File: src/rtl/aes_req_sched.sv
// -----------------------------------------------------------------------------
// aes_req_sched
// Round-robin scheduler that time-shares one AES128 core among NUM_REQ
// requesters. It owns every control input of the core (key, start pulse,
// text/mode hold and core reset). A timeout watchdog recovers a hung core.
//
// The core latches its key only on the first start after its reset. For that
// reason every key change passes through a short core reset sequence (KRST)
// before the next job is started.
//
// Ports:
//   i_Clk, i_Rst            clock, asynchronous active-low reset
//   i_KeyLoad, i_Key        key load pulse and the new key (becomes pending)
//   i_ReqValid/Dec/Text     per-requester job request, mode and 128-bit block
//   o_ReqReady              one-hot accept pulse, one cycle long
//   o_RspValid/Data/Err     one-hot result pulse, result data, timeout flag
//   o_Busy, o_KeyValid      scheduler not idle / a key is installed
//   o_CoreRst_n ... o_CoreKey   drive the core's reset, start, mode, text, key
//   i_CoreData, i_CoreDone  core result and done strobe
// -----------------------------------------------------------------------------
module aes_req_sched #(
    parameter int NUM_REQ = 4,
    parameter int IDX_W   = 2,
    parameter int TIMEOUT = 63
) (
    input  logic                     i_Clk,
    input  logic                     i_Rst,
    input  logic                     i_KeyLoad,
    input  logic [127:0]             i_Key,
    input  logic [NUM_REQ-1:0]       i_ReqValid,
    input  logic [NUM_REQ-1:0]       i_ReqDec,
    input  logic [128*NUM_REQ-1:0]   i_ReqText,
    output logic [NUM_REQ-1:0]       o_ReqReady,
    output logic [NUM_REQ-1:0]       o_RspValid,
    output logic [127:0]             o_RspData,
    output logic                     o_RspErr,
    output logic                     o_Busy,
    output logic                     o_KeyValid,
    output logic                     o_CoreRst_n,
    output logic                     o_CoreStart,
    output logic                     o_CoreDec,
    output logic [127:0]             o_CoreText,
    output logic [127:0]             o_CoreKey,
    input  logic [127:0]             i_CoreData,
    input  logic                     i_CoreDone
);

    localparam int WD_W = $clog2(TIMEOUT + 1);
    // The timeout fires in the WAIT cycle where the incremented count would
    // reach TIMEOUT, i.e. TIMEOUT cycles after the start pulse.
    localparam logic [WD_W-1:0] WD_LAST = WD_W'(TIMEOUT - 1);

    typedef enum logic [2:0] {
        S_IDLE,
        S_KRST1,
        S_KRST2,
        S_START,
        S_WAIT,
        S_RESP,
        S_TERR1,
        S_TERR2
    } state_t;

    state_t                r_state;
    logic [IDX_W-1:0]      r_rr;
    logic [IDX_W-1:0]      r_gnt;
    logic [127:0]          r_key_pend;
    logic                  r_key_pend_vld;
    logic [127:0]          r_key_act;
    logic                  r_key_valid;
    logic                  r_core_rst_n;
    logic                  r_core_start;
    logic                  r_core_dec;
    logic [127:0]          r_core_text;
    logic [NUM_REQ-1:0]    r_req_ready;
    logic [NUM_REQ-1:0]    r_rsp_valid;
    logic [127:0]          r_rsp_data;
    logic                  r_rsp_err;
    logic                  r_err;
    logic [WD_W-1:0]       r_wdog;

    // ------------------------------------------------------------------
    // Round-robin pick: candidate k is requester (rr + k) mod NUM_REQ.
    // The lowest k with a valid request wins.
    // ------------------------------------------------------------------
    logic [IDX_W-1:0]      w_rot_idx [NUM_REQ];
    logic [NUM_REQ-1:0]    w_rot_vld;
    logic [NUM_REQ-1:0]    w_pick_oh;
    logic [NUM_REQ-1:0]    w_gnt_oh;
    logic [IDX_W-1:0]      w_pick;
    logic                  w_any;
    logic [127:0]          w_pick_text;
    logic [IDX_W-1:0]      w_rr_next;

    genvar gi;
    generate
        for (gi = 0; gi < NUM_REQ; gi++) begin : g_rot
            logic [IDX_W:0] w_sum;
            assign w_sum = {1'b0, r_rr} + (IDX_W+1)'(gi);
            assign w_rot_idx[gi] = (w_sum >= (IDX_W+1)'(NUM_REQ)) ?
                                   IDX_W'(w_sum - (IDX_W+1)'(NUM_REQ)) :
                                   IDX_W'(w_sum);
            assign w_rot_vld[gi] = i_ReqValid[w_rot_idx[gi]];
            assign w_pick_oh[gi] = (w_pick == IDX_W'(gi));
            assign w_gnt_oh[gi]  = (r_gnt == IDX_W'(gi));
        end
    endgenerate

    always_comb begin
        w_pick = '0;
        // Descending scan so the lowest rotation offset is assigned last.
        for (int k = NUM_REQ - 1; k >= 0; k--) begin
            if (w_rot_vld[k]) begin
                w_pick = w_rot_idx[k];
            end
        end
    end

    assign w_any       = |w_rot_vld;
    assign w_pick_text = i_ReqText[{w_pick, 7'b0} +: 128];
    assign w_rr_next   = (r_gnt == IDX_W'(NUM_REQ - 1)) ? '0 : r_gnt + IDX_W'(1);

    // ------------------------------------------------------------------
    // Scheduler FSM with registered outputs.
    // ------------------------------------------------------------------
    always_ff @(posedge i_Clk or negedge i_Rst) begin
        if (!i_Rst) begin
            r_state        <= S_IDLE;
            r_rr           <= '0;
            r_gnt          <= '0;
            r_key_pend     <= '0;
            r_key_pend_vld <= 1'b0;
            r_key_act      <= '0;
            r_key_valid    <= 1'b0;
            r_core_rst_n   <= 1'b0;
            r_core_start   <= 1'b0;
            r_core_dec     <= 1'b0;
            r_core_text    <= '0;
            r_req_ready    <= '0;
            r_rsp_valid    <= '0;
            r_rsp_data     <= '0;
            r_rsp_err      <= 1'b0;
            r_err          <= 1'b0;
            r_wdog         <= '0;
        end else begin
            case (r_state)
                S_IDLE: begin
                    // Releases the core reset after the system reset.
                    r_core_rst_n <= 1'b1;
                    if (r_key_pend_vld) begin
                        r_core_rst_n <= 1'b0;
                        r_state      <= S_KRST1;
                    end else if (r_key_valid && w_any) begin
                        r_gnt        <= w_pick;
                        r_req_ready  <= w_pick_oh;
                        r_core_text  <= w_pick_text;
                        r_core_dec   <= i_ReqDec[w_pick];
                        r_core_start <= 1'b1;
                        r_state      <= S_START;
                    end
                end
                S_KRST1: begin
                    r_key_act      <= r_key_pend;
                    r_key_pend_vld <= 1'b0;
                    r_key_valid    <= 1'b1;
                    r_state        <= S_KRST2;
                end
                S_KRST2: begin
                    r_core_rst_n <= 1'b1;
                    r_state      <= S_IDLE;
                end
                S_START: begin
                    r_core_start <= 1'b0;
                    r_req_ready  <= '0;
                    r_wdog       <= '0;
                    r_state      <= S_WAIT;
                end
                S_WAIT: begin
                    // Done has priority over a timeout in the same cycle.
                    if (i_CoreDone) begin
                        r_rsp_data  <= i_CoreData;
                        r_rsp_valid <= w_gnt_oh;
                        r_rsp_err   <= 1'b0;
                        r_state     <= S_RESP;
                    end else if (r_wdog == WD_LAST) begin
                        r_rsp_data  <= '0;
                        r_err       <= 1'b1;
                        r_rsp_valid <= w_gnt_oh;
                        r_rsp_err   <= 1'b1;
                        r_state     <= S_RESP;
                    end else begin
                        r_wdog <= r_wdog + WD_W'(1);
                    end
                end
                S_RESP: begin
                    r_rsp_valid <= '0;
                    r_rsp_err   <= 1'b0;
                    r_rr        <= w_rr_next;
                    if (r_err) begin
                        r_core_rst_n <= 1'b0;
                        r_state      <= S_TERR1;
                    end else begin
                        r_state <= S_IDLE;
                    end
                end
                S_TERR1: begin
                    r_err   <= 1'b0;
                    r_state <= S_TERR2;
                end
                S_TERR2: begin
                    r_core_rst_n <= 1'b1;
                    r_state      <= S_IDLE;
                end
                default: begin
                    r_state <= S_IDLE;
                end
            endcase

            // A load in any state lands here last, so it wins over the
            // pending-flag clear done in KRST1 on the same edge.
            if (i_KeyLoad) begin
                r_key_pend     <= i_Key;
                r_key_pend_vld <= 1'b1;
            end
        end
    end

    assign o_ReqReady  = r_req_ready;
    assign o_RspValid  = r_rsp_valid;
    assign o_RspData   = r_rsp_data;
    assign o_RspErr    = r_rsp_err;
    assign o_Busy      = (r_state != S_IDLE);
    assign o_KeyValid  = r_key_valid;
    assign o_CoreRst_n = r_core_rst_n;
    assign o_CoreStart = r_core_start;
    assign o_CoreDec   = r_core_dec;
    assign o_CoreText  = r_core_text;
    assign o_CoreKey   = r_key_act;

endmodule

File: config.mk
export PLATFORM = sky130hd
export DESIGN_NAME = aes_req_sched
export DESIGN_NICKNAME = d
export VERILOG_FILES = /design/src/rtl/aes_req_sched.sv
export SDC_FILE = /design/constraint.sdc
export NUM_CORES = 1
export LEC_CHECK = 0
export ABC_AREA = 1
export CORE_AREA = 4 4 450 452
export CTS_BUF_LIST = sky130_fd_sc_hd__clkbuf_8 sky130_fd_sc_hd__clkbuf_16
export DETAILED_ROUTE_END_ITERATION = 7
export DIE_AREA = 0 0 454 456
export PLACE_DENSITY = 0.3
export RECOVER_POWER = 50
export SLEW_MARGIN = 20
export SYNTH_ARGS = -nofsm -noshare
export SYNTH_HDL_FRONTEND = slang
export SYNTH_SLANG_ARGS = --single-unit
export TNS_END_PERCENT = 100
File: constraint.sdc
create_clock -name i_Clk -period 4.1 [get_ports i_Clk]
set_clock_uncertainty 0.05 [all_clocks]
set_input_delay 0.615 -clock i_Clk [delete_from_list [all_inputs] [get_ports i_Clk]]
set_output_delay 0.615 -clock i_Clk [all_outputs]
set_load 0.01 [all_outputs]
==> Word-level counts from Yosys, hierarchy flattened <==
Cells that the tools add are included.
{ "word_totals": {"regBits": 540, "out_inout_bits": 398, "word_cells": 130} }
{ "classes": {"add_sub_neg": 9, "n_lt_le_gt_ge": 9, "n_eq_ne": 22, "shift": 1, "muxes": 49, "bitwise_logic": 1, "reduce_logical": 22} }
{ "op_table": {"columns": ["cell", "n"], "rows": [
  ["$shiftx A512 B10 Y128", 1],
  ["$mux W128", 2],
  ["$pmux W3 S7", 1],
  ["$mux W2", 9],
  ["$mux W4", 4],
  ["$pmux W4 S2", 2],
  ["$lt A2 B3 Y1 const B", 5],
  ["$mux W3", 5],
  ["$mux W1", 14],
  ["$eq A3 B3 Y1 const B", 4],
  ["$mux W6", 2],
  ["$ne A2 B2 Y1 const B", 6],
  ["$pmux W6 S2", 1],
  ["$reduce_and A3 Y1", 4],
  ["$reduce_bool A2 Y1", 6],
  ["$bmux W1 S2", 5],
  ["$ge A3 B3 Y1 const B", 3],
  ["$eq A2 B2 Y1 const B", 4],
  ["$reduce_and A2 Y1", 4],
  ["$sub A2 B1 Y2 const B", 4],
  ["$add A2 B2 Y3 const B", 2],
  ["$add A6 B1 Y6 const B", 1],
  ["$eq A3 B2 Y1 const B", 2],
  ["$eq A6 B6 Y1 const B", 1],
  ["other kinds (15)", 21]
]} }

==> Depth between registers and ports, before layout <==
{ "logic_depth": {"word_depth": 13, "ltp_mapped": 17} }

==> Least setup slack after synthesis <==
No wires, ideal clock.
{ "synth_path": {"kind": "input to register", "start": "in i_ReqValid[1]", "end": "reg r_core_text[67], in the netlist o_CoreText[67]", "setup_time_ps": 117, "t_arrival_ps": 1941, "t_required_ps": 3933, "slack_ps": 1992, "cell_stages": 13, "cell_sequence": "inv_1 -> nand2_1 -> nand3_1 -> nand2_1 -> o21bai_1 -> nand2_2 -> buf_2 -> clkbuf_1 -> nand3b_1 -> nand3_1 -> nand2_1 -> nand2_1 -> nand2_1"} }
{ "synth_via": {"elab_chain_cells": 7, "word_cells_on_any_way": 16, "classes_between": "shift: 1; mux: 12; reduce/logical: 3"} }
{ "synth_lines": {"columns": ["element", "line_no", "rtl"], "rows": [
  ["start: declaration", "30", "input logic [NUM_REQ-1:0] i_ReqValid,"],
  ["$bmux W1 S2", "103", "assign w_rot_vld[gi] = i_ReqValid[w_rot_idx[gi]];"],
  ["$mux W1 (not written as such)", "103", null],
  ["$mux W2 (4 in a row)", "113", "if (w_rot_vld[k]) begin"],
  ["$shiftx A512 B10 Y128", "120", "assign w_pick_text = i_ReqText[{w_pick, 7'b0} +: 128];"],
  ["end signal: assignment", "156", "r_core_text <= w_pick_text;"],
  ["end: declaration", "74", "logic [127:0] r_core_text;"]
]} }
Several ways; a longest one is shown, not always the timed one. The select of a mux whose other input is x is not followed.
A chain may end at the register's enable or synchronous reset.

==> Final worst setup path <==
{ "layout_path": {"start": "reg r_state[0]", "end": "reg r_wdog[5]"} }
{ "layout_via": {"elab_chain_cells": 3, "word_cells_on_any_way": 7, "classes_between": "eq/ne: 4; mux: 1; reduce/logical: 2"} }
{ "layout_lines": {"columns": ["element", "line_no", "rtl"], "rows": [
  ["start: declaration", "64", "state_t r_state;"],
  ["start signal: assignment", "128", "r_state <= S_IDLE;"],
  ["start signal: assignment", "152", "r_state <= S_KRST1;"],
  ["start signal: assignment", "159", "r_state <= S_START;"],
  ["$eq A3 B3 Y1 or $eq A3 B2 Y1 (tied branches)", "146", "case (r_state)"],
  ["$ne A2 B2 Y1 (no line) or $reduce_bool A2 Y1 (tied branches)", null, null],
  ["$reduce_and A3 Y1 (no line)", null, null],
  ["end signal: assignment", "192", "r_wdog <= r_wdog + WD_W'(1);"],
  ["end: declaration", "80", "logic [WD_W-1:0] r_wdog;"]
]} }
Several ways; a longest one is shown, not always the timed one.

==> PnR_summary.wiki <==
{| class="wikitable"
! Metric !! Value
|-
| Clock sink count || 540
|-
| Width of the die || 454 um
|-
| Number of register bits inferred by synthesis || 540
|-
| Tcrit/Tclk final || 78.4%
|-
| Fraction of synthesized cell area taken by the top area cell type || 51.4%
|-
| Most area-consuming cells after synthesis || sky130_fd_sc_hd__dfrtp_1, sky130_fd_sc_hd__nand2_1, sky130_fd_sc_hd__nand3_1
|-
| Critical Path Sink Type || register
|-
| Mean instance size in the synthesized netlist || 7.46 um2
|-
| Critical path data arrival time || 3.70 ns
|-
| Fraction of power consumed by the clock network || 20.4%
|-
| Total Routing Usage GR || 15.3%
|-
| Maximum clock frequency || 0.311 GHz
|-
| Area inside the core boundary || 199,000 um2
|-
| Max-slew violation count || 357
|-
| Most frequent standard cell in the layout excluding fill and tap cells || sky130_fd_sc_hd__nand2_1
|-
| Per-cell routed wire length || 22.4 um
|-
| Number of distinct library cells after synthesis || 28
|-
| Worst-case vdd ir drop || 0.748 mV
|-
| Floorplan die area || 207,000 um2
|-
| Number of warning messages in the yosys log || 0
|-
| RSZ-0062 raised after global routing || no
|-
| Clock buffers created by TritonCTS || 79
|-
| Sequential cell area fraction in the yosys report || 51.4%
|-
| First-pass GRT wire length || 229 mm
|-
| Internal power contribution || 18.2 mW
|-
| Combined area of the multi-input logic cells || 10,700 um2
|-
| Post-synthesis instance area || 26,300 um2
|-
| Cell taking the most area after synthesis || sky130_fd_sc_hd__dfrtp_1
|-
| Area grow syn2layout || 66.6%
|-
| Combinational fraction of design power || 54.2%
|-
| Least-Margin Pin Slew || 2.39 ns
|-
| Met3 routed WL || 14.0 mm
|-
| Antenna violations before repair || 80
|-
| Leak pwr || 20.6 nW
|-
| Via density per instance || 3.72
|-
| TritonCTS clock tree || built
|-
| Synth Instances || 3,522
|-
| Pin count of the biggest net entering global routing || 131
|-
| Routed metal-1 wirelength || 60.8 mm
|-
| Number of nets in the layout || 5,394
|-
| Die Span Y || 456 um
|-
| Post-detailed-placement cell area || 41,300 um2
|-
| IO Port Bufs || 1,177
|-
| Required arrival time at the worst endpoint || 4.58 ns
|-
| Portion of total power attributed to sequential cells || 25.4%
|-
| HPWL after DPL || 124 mm
|-
| Util after Layout || 22.0%
|-
| Post-synth net total || 4,308
|-
| Clock-pin transition on the worst setup and hold timing paths || 0.05 ns
|-
| Row cnt || 164
|-
| Number of global-route vias before repair || 28,300
|-
| Overall routed net length || 165 mm
|-
| Share of total power consumed by net switching || 45.3%
|-
| Highest routed metal layer || met5
|-
| Wire length on met2 || 85.5 mm
|-
| Count of unresolved DRC violations after routing || 0
|-
| Crit Path Category || reg -> reg
|-
| Status || complete, but fails checks
|-
| Overflow left after global routing || 0
|-
| Maximum fanout encountered on the critical timing path || 130
|-
| Switching power total || 15.0 mW
|-
| Layout cells sized above 1 || 3.97%
|-
| Footprint of the flip-flops and latches || 13,500 um2
|-
| Post-cts sizing count || 0
|-
| Number of max-cap violations || 4
|-
| Number of endpoints with negative hold slack in the final report || 0
|-
| Max_slew headroom || -59.4%
|-
| I/O pin count || 1,178
|-
| Via count || 27,300
|-
| Placer Congestion || 0.828
|-
| Later-pin clock latency in the skew report || 0.68 ns
|-
| Worst min path class || in -> reg
|-
| Fin crit period || 3.22 ns
|-
| Final non-filler cell area || 43,800 um2
|-
| Longest Clk Path Bufs || 3
|-
| Highest-count cells in the layout ignoring fill and taps || sky130_fd_sc_hd__nand2_1, sky130_fd_sc_hd__clkdlybuf4s50_1, sky130_fd_sc_hd__dfrtp_1, sky130_fd_sc_hd__nand3_1, sky130_fd_sc_hd__inv_1
|-
| Power per cell area || 759 nW/um2
|-
| Clock root cell || sky130_fd_sc_hd__clkbuf_16
|-
| Layout fillers || 22,200
|-
| Total Neg Setup Slack || 0 ns
|-
| Number of levels the H-tree was split into || 3
|-
| Setup-violating endpoint count in the final report || 0
|-
| Initial Util || 13.2%
|-
| ANT nets after route || 0
|-
| Element type at the critical path start || register
|-
| Violated checks || max-capacitance violations, max-slew violations
|-
| DRC violation total after the first TritonRoute iteration || 1,548
|-
| Initial DRT Pass Iterations || 5
|}
-- routing by layer --
metal	up-vias	track usage, %
li1	13200	-
met1	12900	16.4
met2	879	28.0
met3	239	5.45
met4	56	4.68
met5	-	0
-- worst paths after layout --
path / from / endpoint / slack (ns) / cells after the start
max in group asynchronous: i_Rst / o_RspData[77]$_DFFE_PN0P_ / 1.03 / 3
min reg2reg: o_RspData[32]$_DFFE_PN0P_ / o_RspData[32]$_DFFE_PN0P_ / 0.42 / 2
min: i_CoreDone / o_RspErr$_DFFE_PN0P_ / 0.27 / 4
min in group asynchronous: i_Rst / o_RspData[96]$_DFFE_PN0P_ / 1.14 / 2
max: r_state[0]$_DFFE_PN0P_ / r_wdog[5]$_DFFE_PN0P_ / 0.88 / 12
max reg2reg: r_state[0]$_DFFE_PN0P_ / r_wdog[5]$_DFFE_PN0P_ / 0.88 / 12
-- cells by family (layout without fill, tap and decap cells) --
kind of cell | Yosys count | count (layout) | share of synthesized area [%]
flip-flops | 540 | 540 | 51.4
XOR/XNOR | 2 | 2 | 0.0667
other | 0 | 26 | 0
AO/OA/AOI/OAI | 277 | 277 | 5.32
AND/OR/NAND/NOR | 2168 | 2168 | 34.8
adder cells (fa/ha/maj) | 6 | 6 | 0.286
buffers and inverters | 529 | 1672 | 8.08
-- what timing repair did --
item                                   in CTS  in global routing
endpoints found under the hold margin      49                  0
hold buffers                                1                  0
buffers inserted                            0                  0
-- sequential cells by signal, indices dropped and copies added (netlist names) --
register        cells
o_CoreDec           1
o_CoreKey         128
o_CoreRst_n         1
o_CoreStart         1
o_CoreText        128
o_KeyValid          1
o_ReqReady          4
o_RspData         128
o_RspErr            1
o_RspValid          4
r_err               1
r_gnt               2
r_key_pend        128
r_key_pend_vld      1
r_rr                2
r_state             3
r_wdog              6
-- final cells by class --
type                            count  share of cell area [%]
Tap cell                         2656                    7.59
Clock inverter                     41                   0.640
Multi-Input combinational cell   2453                    24.5
Clock buffer                       97                    5.11
Antenna cell                       26                   0.149
Inverter                          290                    2.51
Sequential cell                   540                    30.9
Timing Repair Buffer             1244                    28.7
-- cells in the mapped netlist --
library cell and number:
sky130_fd_sc_hd__o21ai_0 264, sky130_fd_sc_hd__buf_4 10, sky130_fd_sc_hd__nor3_1 3, sky130_fd_sc_hd__clkbuf_1 127, sky130_fd_sc_hd__o21ai_1 1, sky130_fd_sc_hd__nand4_1 1
sky130_fd_sc_hd__nand3b_1 129, sky130_fd_sc_hd__xnor2_1 1, sky130_fd_sc_hd__inv_2 3, sky130_fd_sc_hd__buf_2 80, sky130_fd_sc_hd__or2_2 1, sky130_fd_sc_hd__nor4_1 1
sky130_fd_sc_hd__nand2_1 1609, sky130_fd_sc_hd__nand2_2 2, sky130_fd_sc_hd__and3_1 1, sky130_fd_sc_hd__nand2_4 1, sky130_fd_sc_hd__nor2_1 19, sky130_fd_sc_hd__a21oi_1 7
sky130_fd_sc_hd__o21bai_1 2, sky130_fd_sc_hd__inv_1 287, sky130_fd_sc_hd__a211oi_1 1, sky130_fd_sc_hd__o21ai_2 1, sky130_fd_sc_hd__nand3_1 401, sky130_fd_sc_hd__o22ai_1 1
sky130_fd_sc_hd__ha_1 6, sky130_fd_sc_hd__buf_1 22, sky130_fd_sc_hd__xor2_1 1, sky130_fd_sc_hd__dfrtp_1 540
-- per-stage QoR --
step / hold WS (ns) / instances / setup WS [ns] / total power, mW
finish: 0.268 / 7347 / 0.884 / 33.2
global route: 0.247 / 7334 / 0.476 / 36.0
CTS: 0.186 / 7321 / 1.17 / 34.3
detailed placement: 0.408 / 7182 / 0.770 / 27.1
global placement: 0.403 / 7182 / 0.772 / 27.2
floorplan: 0.269 / 3522 / 1.99 / 17.3
-- critical path, cell delays in order (launching register included) --
cell and delay [ns]:
sky130_fd_sc_hd__dfrtp_1 0.40, sky130_fd_sc_hd__inv_1 0.08, sky130_fd_sc_hd__nand2_1 0.12, sky130_fd_sc_hd__nor2_4 0.14, sky130_fd_sc_hd__clkbuf_4 1.29, sky130_fd_sc_hd__inv_1 0.09
sky130_fd_sc_hd__nor2_1 0.27, sky130_fd_sc_hd__nor2_1 0.09, sky130_fd_sc_hd__inv_1 0.14, sky130_fd_sc_hd__and3_1 0.21, sky130_fd_sc_hd__nand3_1 0.08, sky130_fd_sc_hd__nand2_1 0.07
sky130_fd_sc_hd__nor2_1 0.04
-- power by group through the flow --
stage,clock network [mW],registers (mW),logic [mW]
2_1_floorplan,0,9.01,8.28
3_3_place_gp,0,8.54,18.7
3_5_place_dp,0,8.54,18.5
4_1_cts,7.17,8.49,18.6
5_1_grt,7.36,8.68,20.0
6_report,6.79,8.43,18.0
Power figures use the tool's default switching activity.
